`config.mk`:
```
export PLATFORM = sky130hd
export DESIGN_NAME = bram_arbiter
export DESIGN_NICKNAME = d
export VERILOG_FILES = /design/src/rtl/bram_arb_pkg.sv /design/src/rtl/rr_arb2.sv /design/src/rtl/bram_arbiter.sv
export SDC_FILE = /design/constraint.sdc
export NUM_CORES = 1
export LEC_CHECK = 0
export ABC_AREA = 1
export BUFFER_PORTS_ARGS = -buffer_cell sky130_fd_sc_hd__buf_2
export CAP_MARGIN = 10
export CORE_UTILIZATION = 47
export CTS_CLUSTER_SIZE = 20
export DETAILED_ROUTE_END_ITERATION = 7
export GPL_TIMING_DRIVEN = 1
export PLACE_DENSITY = 0.95
export RECOVER_POWER = 50
export SLEW_MARGIN = 20
export SYNTH_ARGS = -nofsm -noshare
export SYNTH_HDL_FRONTEND = slang
export SYNTH_HIERARCHICAL = 1
export SYNTH_SLANG_ARGS = --single-unit
export TNS_END_PERCENT = 100
```
`constraint.sdc`:
```
create_clock -name i_clk -period 4.1 [get_ports i_clk]
set_clock_uncertainty 0.1 [all_clocks]
set_input_delay 0.82 -clock i_clk [delete_from_list [all_inputs] [get_ports i_clk]]
set_output_delay 0.82 -clock i_clk [all_outputs]
set_load 0.01 [all_outputs]
```
`src/rtl/bram_arb_pkg.sv`:
```
// Shared constants and request type for the two-client block RAM arbiter.
package bram_arb_pkg;

  localparam int unsigned ADDR_W = 8;
  localparam int unsigned DATA_W = 16;
  localparam int unsigned NREQ   = 2;

  typedef struct packed {
    logic              wr;
    logic [ADDR_W-1:0] addr;
    logic [DATA_W-1:0] wdata;
  } req_t;

endpackage

```
`src/rtl/rr_arb2.sv`:
```
// Two-way round-robin arbiter. The last-granted bit resets to 1 so client 0 wins first contention.
module rr_arb2
  import bram_arb_pkg::*;
(
  input  logic            clk_i,
  input  logic            rst_ni,
  input  logic [NREQ-1:0] req_i,
  input  logic            en_i,
  output logic [NREQ-1:0] gnt_o
);

  logic            last_q, last_d;
  logic [NREQ-1:0] gnt;

  always_comb begin
    gnt = '0;
    if (en_i) begin
      case (req_i)
        2'b01:   gnt = 2'b01;
        2'b10:   gnt = 2'b10;
        2'b11:   gnt = last_q ? 2'b01 : 2'b10;
        default: gnt = '0;
      endcase
    end
    last_d = last_q;
    if (|gnt) last_d = gnt[1];
  end

  assign gnt_o = gnt;

  always_ff @(posedge clk_i or negedge rst_ni) begin
    if (!rst_ni) begin
      last_q <= 1'b1;
    end else begin
      last_q <= last_d;
    end
  end

endmodule

```
`src/rtl/bram_arbiter.sv`:
```
// Two-client arbiter for a 256x16 BRAM with independent round-robin read and write ports.
// Define BRAM_ARB_FWD_EN to grant same-address read/write together and forward the write data.
module bram_arbiter #(
  parameter int unsigned ADDR_W = bram_arb_pkg::ADDR_W,
  parameter int unsigned DATA_W = bram_arb_pkg::DATA_W
) (
  input  logic              i_clk,
  input  logic              i_rst_n,
  input  logic              i_req_0,
  input  logic              i_req_1,
  input  logic              i_wr_0,
  input  logic              i_wr_1,
  input  logic [ADDR_W-1:0] i_addr_0,
  input  logic [ADDR_W-1:0] i_addr_1,
  input  logic [DATA_W-1:0] i_wdata_0,
  input  logic [DATA_W-1:0] i_wdata_1,
  output logic              o_ack_0,
  output logic              o_ack_1,
  output logic              o_rvalid_0,
  output logic              o_rvalid_1,
  output logic [DATA_W-1:0] o_rdata,
  output logic              o_wr_en,
  output logic [ADDR_W-1:0] o_waddr,
  output logic [DATA_W-1:0] o_wdata,
  output logic              o_rd_en,
  output logic [ADDR_W-1:0] o_raddr,
  input  logic [DATA_W-1:0] i_rdata
);

  logic [1:0]        ack_q, rpend_q, rvalid_q;
  logic [1:0]        req_v, wr_req, rd_req, wgnt, rgnt;
  logic              wr_en_q, rd_en_q, collide, rd_arb_en;
  logic [ADDR_W-1:0] waddr_q, raddr_q;
  logic [DATA_W-1:0] wdata_q, rdata_sel;

  // A client's request is ignored during its own ack cycle.
  assign req_v  = {i_req_1, i_req_0} & ~ack_q;
  assign wr_req = req_v & {i_wr_1, i_wr_0};
  assign rd_req = req_v & ~{i_wr_1, i_wr_0};

  // With two clients, a concurrent write and read always come from different clients.
  assign collide = (i_addr_0 == i_addr_1) & (|wr_req) & (|rd_req);

`ifdef BRAM_ARB_FWD_EN
  assign rd_arb_en = 1'b1;
`else
  assign rd_arb_en = ~collide;
`endif

  rr_arb2 u_wr_arb (
    .clk_i  (i_clk),
    .rst_ni (i_rst_n),
    .req_i  (wr_req),
    .en_i   (1'b1),
    .gnt_o  (wgnt)
  );

  rr_arb2 u_rd_arb (
    .clk_i  (i_clk),
    .rst_ni (i_rst_n),
    .req_i  (rd_req),
    .en_i   (rd_arb_en),
    .gnt_o  (rgnt)
  );

  always_ff @(posedge i_clk or negedge i_rst_n) begin
    if (!i_rst_n) begin
      ack_q    <= '0;
      wr_en_q  <= 1'b0;
      waddr_q  <= '0;
      wdata_q  <= '0;
      rd_en_q  <= 1'b0;
      raddr_q  <= '0;
      rpend_q  <= '0;
      rvalid_q <= '0;
    end else begin
      ack_q   <= wgnt | rgnt;
      wr_en_q <= |wgnt;
      if (|wgnt) begin
        waddr_q <= wgnt[1] ? i_addr_1 : i_addr_0;
        wdata_q <= wgnt[1] ? i_wdata_1 : i_wdata_0;
      end
      rd_en_q <= |rgnt;
      if (|rgnt) begin
        raddr_q <= rgnt[1] ? i_addr_1 : i_addr_0;
      end
      rpend_q  <= rgnt;
      rvalid_q <= rpend_q;
    end
  end

`ifdef BRAM_ARB_FWD_EN
  logic              fwd_pend_q, fwd_q;
  logic [DATA_W-1:0] fwd_data_q;

  // wdata_q still holds the colliding write one edge after the grant.
  always_ff @(posedge i_clk or negedge i_rst_n) begin
    if (!i_rst_n) begin
      fwd_pend_q <= 1'b0;
      fwd_q      <= 1'b0;
      fwd_data_q <= '0;
    end else begin
      fwd_pend_q <= collide;
      fwd_q      <= fwd_pend_q;
      if (fwd_pend_q) fwd_data_q <= wdata_q;
    end
  end

  assign rdata_sel = fwd_q ? fwd_data_q : i_rdata;
`else
  assign rdata_sel = i_rdata;
`endif

  always_comb begin
    o_rdata = '0;
    if (|rvalid_q) o_rdata = rdata_sel;
  end

  assign o_ack_0    = ack_q[0];
  assign o_ack_1    = ack_q[1];
  assign o_rvalid_0 = rvalid_q[0];
  assign o_rvalid_1 = rvalid_q[1];
  assign o_wr_en    = wr_en_q;
  assign o_waddr    = waddr_q;
  assign o_wdata    = wdata_q;
  assign o_rd_en    = rd_en_q;
  assign o_raddr    = raddr_q;

endmodule
```
# == Word-level counts from Yosys, hierarchy flattened ==
# Cells that the tools add are included.
# totals
wordCells,39
register_bits,42
memories,0
latch_bits,0
out_inout_bits,54
inputBits,70
mem_bits_ro,0
ram_bits,0
# classes
n_eq_ne,7
n_shift,0
reduce_logical,5
n_mul,0
n_div,0
n_mux,9
add_sub_neg,0
n_bitwise,8
magnitude_cmp,0
# ops
op,n
two-way mux 16 bit,2
two-way mux 8 bit,2
case mux 2 bit (3 select lines),2
OR reduction 2 bit,5
"equality test 2 bit, second input constant",4
equality test 8 bit,1
bitwise AND 2 bit,3
two-way mux 2 bit,3
"equality test 2 x 1 -> 1 bit, second input constant",2
NOT 2 bit,2
bitwise AND 1 bit,2
OR 2 bit,1

# == Logic depth before layout (Yosys ltp) ==
# Gate-level depths: netlist (run 1).
# logic_depth
ltp_word,8
depth_mapped,15
ltp_nobuf,14

# == By module ==
# The synthesis (run 1) kept the hierarchy.
# modules_own_cells
mod,cells_each,area_per_inst_um2,seq_area_each_um2,instances
bram_arbiter,254,1996.9,1001.0,1
rr_arb2,11,65.1,26.3,2

# == Worst setup path before layout (run 1) ==
# OpenSTA, ideal clock, no wires.
# synth_timing
kind,input -> register
from,input i_addr_1[0]
to,register raddr_q[0] (netlist: o_raddr[0])
stages,15
arrival_ns,1.921
required_time_ns,3.869
slack_ns,1.948
setup_time_ns,0.131
path_cell_list,inv_1 nand2_1 nand2_1 nand2_1 nor2_1 nand3_1 nand2_1 inv_1 nand2_1 inv_1 buf_2 inv_2 nand2_4 o21ai_1 a31oi_1
# synth_between
elab_chain_len,5
elab_cells_between_ends,6
cone_classes,eq/ne: 1; mux: 2; bitwise: 2; reduce/logical: 1
# synth_rtl
element,line,source
from (decl),bram_arbiter.sv:14,"input logic [ADDR_W-1:0] i_addr_1,"
equality test 8 bit (*),bram_arbiter.sv:42,assign collide = (i_addr_0 == i_addr_1) & (|wr_req) & (|rd_req);
bitwise AND 1 bit (*) (2 in series),bram_arbiter.sv:42,
two-way mux 2 bit (*),rr_arb2.sv:17,if (en_i) begin
named net rgnt[1],bram_arbiter.sv:31,"logic [1:0] req_v, wr_req, rd_req, wgnt, rgnt;"
two-way mux 8 bit or OR reduction 2 bit (tied branches),"bram_arbiter.sv:85, bram_arbiter.sv:84",
to (signal assigned),bram_arbiter.sv:85,raddr_q <= rgnt[1] ? i_addr_1 : i_addr_0;
to (decl),bram_arbiter.sv:33,"logic [ADDR_W-1:0] waddr_q, raddr_q;"
# Mark *: on every way through the listed nets, which the timed path passes. The rest lies on a longest branch.
# A chain may end at the register's enable or synchronous reset.

==> results.toml, run 1 <==
[final_layout]
final_nets = 468
num_antenna_cells = 0
drive_gt1_share_pct = 29.57
area_growth_pct = 32.06

[power]
power.leakage_nw = 1.655
p_per_area_nw_per_um2 = 417.2
clkPwrFrac_pct = 23.4
p_seq_share_pct = 47.5
vdd.ir_drop.worst_mv = 0.2117
intPower_mw = 0.7730
combPwrFrac_pct = 29.1
switchingPower_mw = 0.3990
p_sw_share_pct = 34.04

[setup_path]
path_delay_family = "buffers and inverters"
worstSetupPathType = "input port to async pin"
crit_chain = "clkbuf_1"
path_buf_inv = 1
r2r_cells = 10
crit_arrival_ps = 2410
cp_max_fo = 42
cpPeakStageDelay_ps = 1570
endpoint_kind = "async pin"
slowest_stage = "clkbuf_1"
critPathLaunchType = "input port"
cp.depth = 1
required_ps = 3950

[grt]
antenna_found_initial = 0
grt_use_total_pct = 25.70
grt_max_degree = 43
grt_remaining_overflow = 0
grt_pass1_vias = 2160
grt_pass1_wl_mm = 9.825

[run_status]
violations = "max-capacitance violations, max-slew violations"
status = "finished with violations"

[logic_synthesis]
yosysSeqAreaShare_pct = 49.53
synth_most_common_cell = "nand2_1"
synth_top_area_share_pct = 47.06
avgSynthCellArea_um2 = 7.707
syn_area_um2 = 2127
synthAdderAreaFrac_pct = 0
synthXorXnorAreaFrac_pct = 1.235
async_flop_share_pct = 100.0
synth-simple-area-share_pct = 28.94
synth_cell_type_count = 24
synthFlopType = "dfrtp_1"
synth_edf_count = 0
syn-instance-count = 276
synth_compound_area_share_pct = 7.706
synthTopCellsByCount = "nand2_1 (83), inv_1 (44), dfrtp_1 (40)"
ys_top_cells_by_area = "dfrtp_1 (47%), nand2_1 (15%), nand3_1 (8.7%)"
yosys.area.top_type = "dfrtp_1"
synth-seq-cells = 42
synth_top_family_by_area = "simple AND/OR/NAND/NOR gates"
synth.mux.area_fraction_pct = 0
ys_warn_count = 6

[clocking]
cts_buffers = 5
clkTransAtPathRegs_ps = 70
cts_max_level = 2
cts.sinks = 42
clockRootBuffer = "clkbuf_8"
insertion_delay_ps = 300
post_cts_buffers = 0
post_cts_resized = 0
cts.path.max_buffers = 2
cts-hold-fix-buffers = 0
cts_tree = "yes"

[timing]
rsz0062_at_grt = "no"
period_minus_slack_ps = 2556
period_share_pct = 62.35
relSlewSlack_pct = -49.51
fmax_mhz = 391.2
setup_viol = 0
fin_setup_tns_ps = 0
holdWs_ps = 249.5
maxSlewViolCount = 43
worst_pin_slew_ps = 2243
final_hold_viol_count = 0

[die]
die_h_um = 69.27
num_rows = 24
die_w_um = 69.27
initial_utilization_pct = 48.85
coreArea_um2 = 4354
ioPinCount = 124
die_area_um2 = 4798

[place]
hpwl_mm = 4.510
port_buffers = 123
place_congestion = 0.8268

[detailed_routing]
firstDrtPassIters = 4
num_vias = 2349
drt_iter0_markers = 170
drcViolationCount = 0
wl_mm = 6.145
routed_via_density = 5.208
wl_per_cell_um = 13.63
ant_nets = 0

[job]
drv_cap = 1

[min_path]
hold_path_depth = 0
hp-class = "register to register"
per-stage QoR:
stage	total power [mW]	worst slack (ps)	instance area (um2)	std cells	util, %
4_1_cts	1.184	1699	2841	451	65.26
6_report	1.172	1544	2809	451	64.51
2_1_floorplan	0.7380	1948	2131	277	-
3_3_place_gp	0.8948	1496	2750	443	63.16
3_5_place_dp	0.9113	1379	2750	443	63.16
5_1_grt	1.234	1184	2809	451	64.51
flip-flops by register name, indices dropped and copies added, names as in the netlist:
| name | count |
|---|---|
| o_rd_en | 1 |
| u_rd_arb/last_q | 1 |
| ack_q | 2 |
| o_wdata | 16 |
| o_waddr | 8 |
| rpend_q | 2 |
| o_raddr | 8 |
| u_wr_arb/last_q | 1 |
| o_wr_en | 1 |
| rvalid_q | 2 |
path summary, 6_finish.rpt:
path	start	to	slack, ps
max reg2reg	ack_q[1]	o_waddr[5]	1750
min in group asynchronous	i_rst_n	o_wdata[2]	1080
max	i_rst_n	o_waddr[5]	1540
min reg2reg	rpend_q[1]	rvalid_q[1]	250
max in group i_clk	i_req_1	o_waddr[5]	1600
min	rpend_q[1]	rvalid_q[1]	250
power by group through the flow:
| stage | Clock, mW | Combinational [mW] | Sequential, mW |
|---|---|---|---|
| after floorplan | 0 | 0.144 | 0.594 |
| after global placement | 0 | 0.337 | 0.557 |
| after detailed placement | 0 | 0.352 | 0.559 |
| after CTS | 0.277 | 0.353 | 0.554 |
| after global routing | 0.295 | 0.374 | 0.565 |
| final | 0.275 | 0.341 | 0.556 |
cell usage in the layout, fill, tap and decap left out, types with 6 or more instances in the layout:
master	instances
nand3_1	37
nand2_1	83
nor2_1	19
a31oi_1	7
inv_1	44
o221ai_1	7
clkbuf_8	6
buf_2	97
dfrtp_1	40
o21ai_1	7
clkbuf_1	27
final cells by class:
cell class | instances | area [um2]
Fill cell | 387 | 1545
Timing Repair Buffer | 125 | 598.1
Sequential cell | 42 | 1054
Inverter | 49 | 183.9
Multi-Input combinational cell | 175 | 817.0
Clock buffer | 7 | 86.33
Clock inverter | 1 | 5.005
Tap cell | 52 | 65.06
per-layer routing:
metal	global-route usage (%)	vias up	share of wire, %
met5	0	-	0
met4	12.24	0	3.0
met3	7.267	20	7.9
met2	42.18	144	50
met1	31.15	1083	39
li1	-	1102	-
worst register-to-register path, delay by kind of cell, from the launching register on:
family,cells,cell delay (ps)
buf+inv,5,1100
simple gates,4,470
flops,1,400
compound gates,1,140
cells by family (layout without fill, tap and decap cells):
group	count (synthesis)	in the layout
compound gates	25	25
buf+inv	60	182
xor+xnor	3	3
simple gates	145	145
other cells	1	2
flops	42	42
Note: power is estimated with default switching activity, not from simulation.
==> run 2, diff against run 1 <==
Settings changed: CORE_UTILIZATION 47 to 39, PLACE_DENSITY 0.95 to 0.87.
Clock period 4.1 ns to 2.05 ns, I/O delays scaled along.
==> run 2 against run 1 <==
- first-iteration DRC count fell by 62%
- critical endpoint is now o_raddr[3]
- sequential power increased by 100%
- cell area rose by 4.0%
- highest routed layer unchanged
- total power rose by 96%
- the flow now finishes without violations
- largest cell class unchanged
- combinational power grew 100%
- routed wire length decreased by 4.7%
- utilization decreased by 8.0 points
==> results.toml, run 2 (synthesis results as in run 1) <==
[setup_path]
worstSetupPathType = "register to register"
r2r_setup_slack_ps = 270
crit_arrival_ps = 1850
critPathLaunchType = "register"
r2r_start = "ack_q[1]"
required_ps = 2120
cp_max_fo = 9
reg2reg_to = "o_raddr[3]"
endpoint_kind = "register"
r2r_cells = 14

[grt]
grt_remaining_overflow = 0
grt_pass1_wl_mm = 8.714
grt_max_degree = 24
grt_use_total_pct = 20.46
antenna_found_initial = 0
grt_pass1_vias = 1931

[detailed_routing]
ant_nets = 0
firstDrtPassIters = 4
drt_iter0_markers = 64
num_vias = 2267
wl_mm = 5.855
wl_per_cell_um = 12.25
routed_via_density = 4.743
drcViolationCount = 0

[die]
die_h_um = 75.85
die_w_um = 75.85
initial_utilization_pct = 41.12
die_area_um2 = 5753
coreArea_um2 = 5172
ioPinCount = 124
num_rows = 26

[timing]
maxSlewViolCount = 0
setup_ws_ps = 271.9
setup_viol = 0
period_share_pct = 86.74
fmax_mhz = 562.4
period_minus_slack_ps = 1778
final_hold_viol_count = 0
fin_setup_tns_ps = 0
worst_pin_slew_ps = 1191
relSlewSlack_pct = 20.63
rsz0062_at_grt = "no"

[power]
clkPwrFrac_pct = 22.3
vdd.ir_drop.worst_mv = 0.4602
switchingPower_mw = 0.7682
finalPower_mw = 2.302
p_per_area_nw_per_um2 = 787.9
intPower_mw = 1.534
p_seq_share_pct = 48.1
power.leakage_nw = 1.701
p_sw_share_pct = 33.37
combPwrFrac_pct = 29.6

[place]
postPlaceCellArea_um2 = 2858
place_congestion = 0.7868
hpwl_mm = 4.468
port_buffers = 123
pre_cts_ws_ps = 36.13

[min_path]
hold_path_depth = 3
min-delay-start = "i_wdata_1[12]"
hp-class = "input port to register"
worst_hold_path.endpoint = "o_wdata[12]"

[final_layout]
final_common_cell = "buf_2"
largest_reg_flops = 16
num_antenna_cells = 0
regArea_um2 = 1054
area_growth_pct = 37.35
fin_area_um2 = 2922
drive_gt1_share_pct = 30.64
fillCellCount = 500
final_nets = 477
multi_input_area_um2 = 822.0
final_util_pct = 56.48
final_cell_mix = "buf_2 (98), nand2_1 (83), inv_1 (44), dfrtp_1 (40), nand3_1 (37)"

[clocking]
insertion_delay_ps = 290
clockRootBuffer = "clkbuf_8"
cts.sinks = 42
cts.path.max_buffers = 2
cts_buffers = 5
cts_max_level = 2
clkTransAtPathRegs_ps = 80
cts_tree = "yes"

[run_status]
status = "finished clean"

[job]
drv_cap = 0
## run 2: cell types whose count changed in the layout (fill, tap and decap cells not counted), sizes merged
| cell | before | now |
|---|---|---|
| clkinv | 1 | 0 |
| buf | 99 | 108 |
| dlygate4sd3 | 0 | 1 |
## run 2: worst max-delay path, stage by stage, from the launching register on
cell	delay, ps
dfrtp_1	380
inv_1	70
nand3_1	90
nand2_1	80
nand2_1	50
inv_1	60
nand3_1	90
nand2_1	80
inv_1	40
nand2_1	60
inv_1	100
inv_2	140
nand2_4	100
o21ai_1	160
a31oi_1	60
## run 2: what timing repair did
| action | 4_1_cts | 5_1_grt |
|---|---|---|
| buffers inserted | 0 | 0 |
| hold endpoints to repair | 18 | 0 |
| endpoints found under the setup margin | 0 | 1 |
| gates resized for setup | 0 | 1 |
| hold buffers | 1 | 0 |
## run 2: power groups by stage
stage / registers, mW / clock network [mW] / logic (mW)
4_1_cts: 1.10 / 0.526 / 0.717
3_3_place_gp: 1.11 / 0 / 0.696
3_5_place_dp: 1.11 / 0 / 0.715
6_report: 1.11 / 0.513 / 0.682
5_1_grt: 1.13 / 0.555 / 0.775
2_1_floorplan: 1.19 / 0 / 0.288
## run 2: stage by stage
step / std cells / hold WS, ps
finish: 478 / 229.7
global route: 478 / 232.1
CTS: 478 / 221.7
detailed placement: 469 / 234.7
global placement: 469 / 233.7
floorplan: 277 / 14.41
## run 2: area by class of cell
class	count	area share, %
Clock buffer	8	2.741
Inverter	49	6.295
Multi-Input combinational cell	175	28.14
Sequential cell	42	36.06
Tap cell	70	2.998
Timing Repair Buffer	134	23.77
## run 2: how the worst max path moves through the flow
stage	slack (ps)	startpoint	depth (start not counted)	to
finish	270	ack_q[1]	14	o_raddr[3]
global route	80	i_rst_n	3	u_rd_arb/last_q
floorplan	310	i_addr_1[0]	15	o_raddr[0]
detailed placement	40	i_addr_1[4]	15	o_raddr[3]
CTS	130	rvalid_q[1]	3	o_rdata[5]
global placement	150	i_addr_1[4]	15	o_raddr[7]
## run 2: per-layer routing
metal | vias to the layer above | global-route usage [%] | routed length (um)
li1 | 1123 | - | -
met1 | 1042 | 25.49 | 2524
met2 | 98 | 35.10 | 2846
met3 | 4 | 4.762 | 432
met4 | 0 | 6.584 | 52
met5 | - | 0 | 0
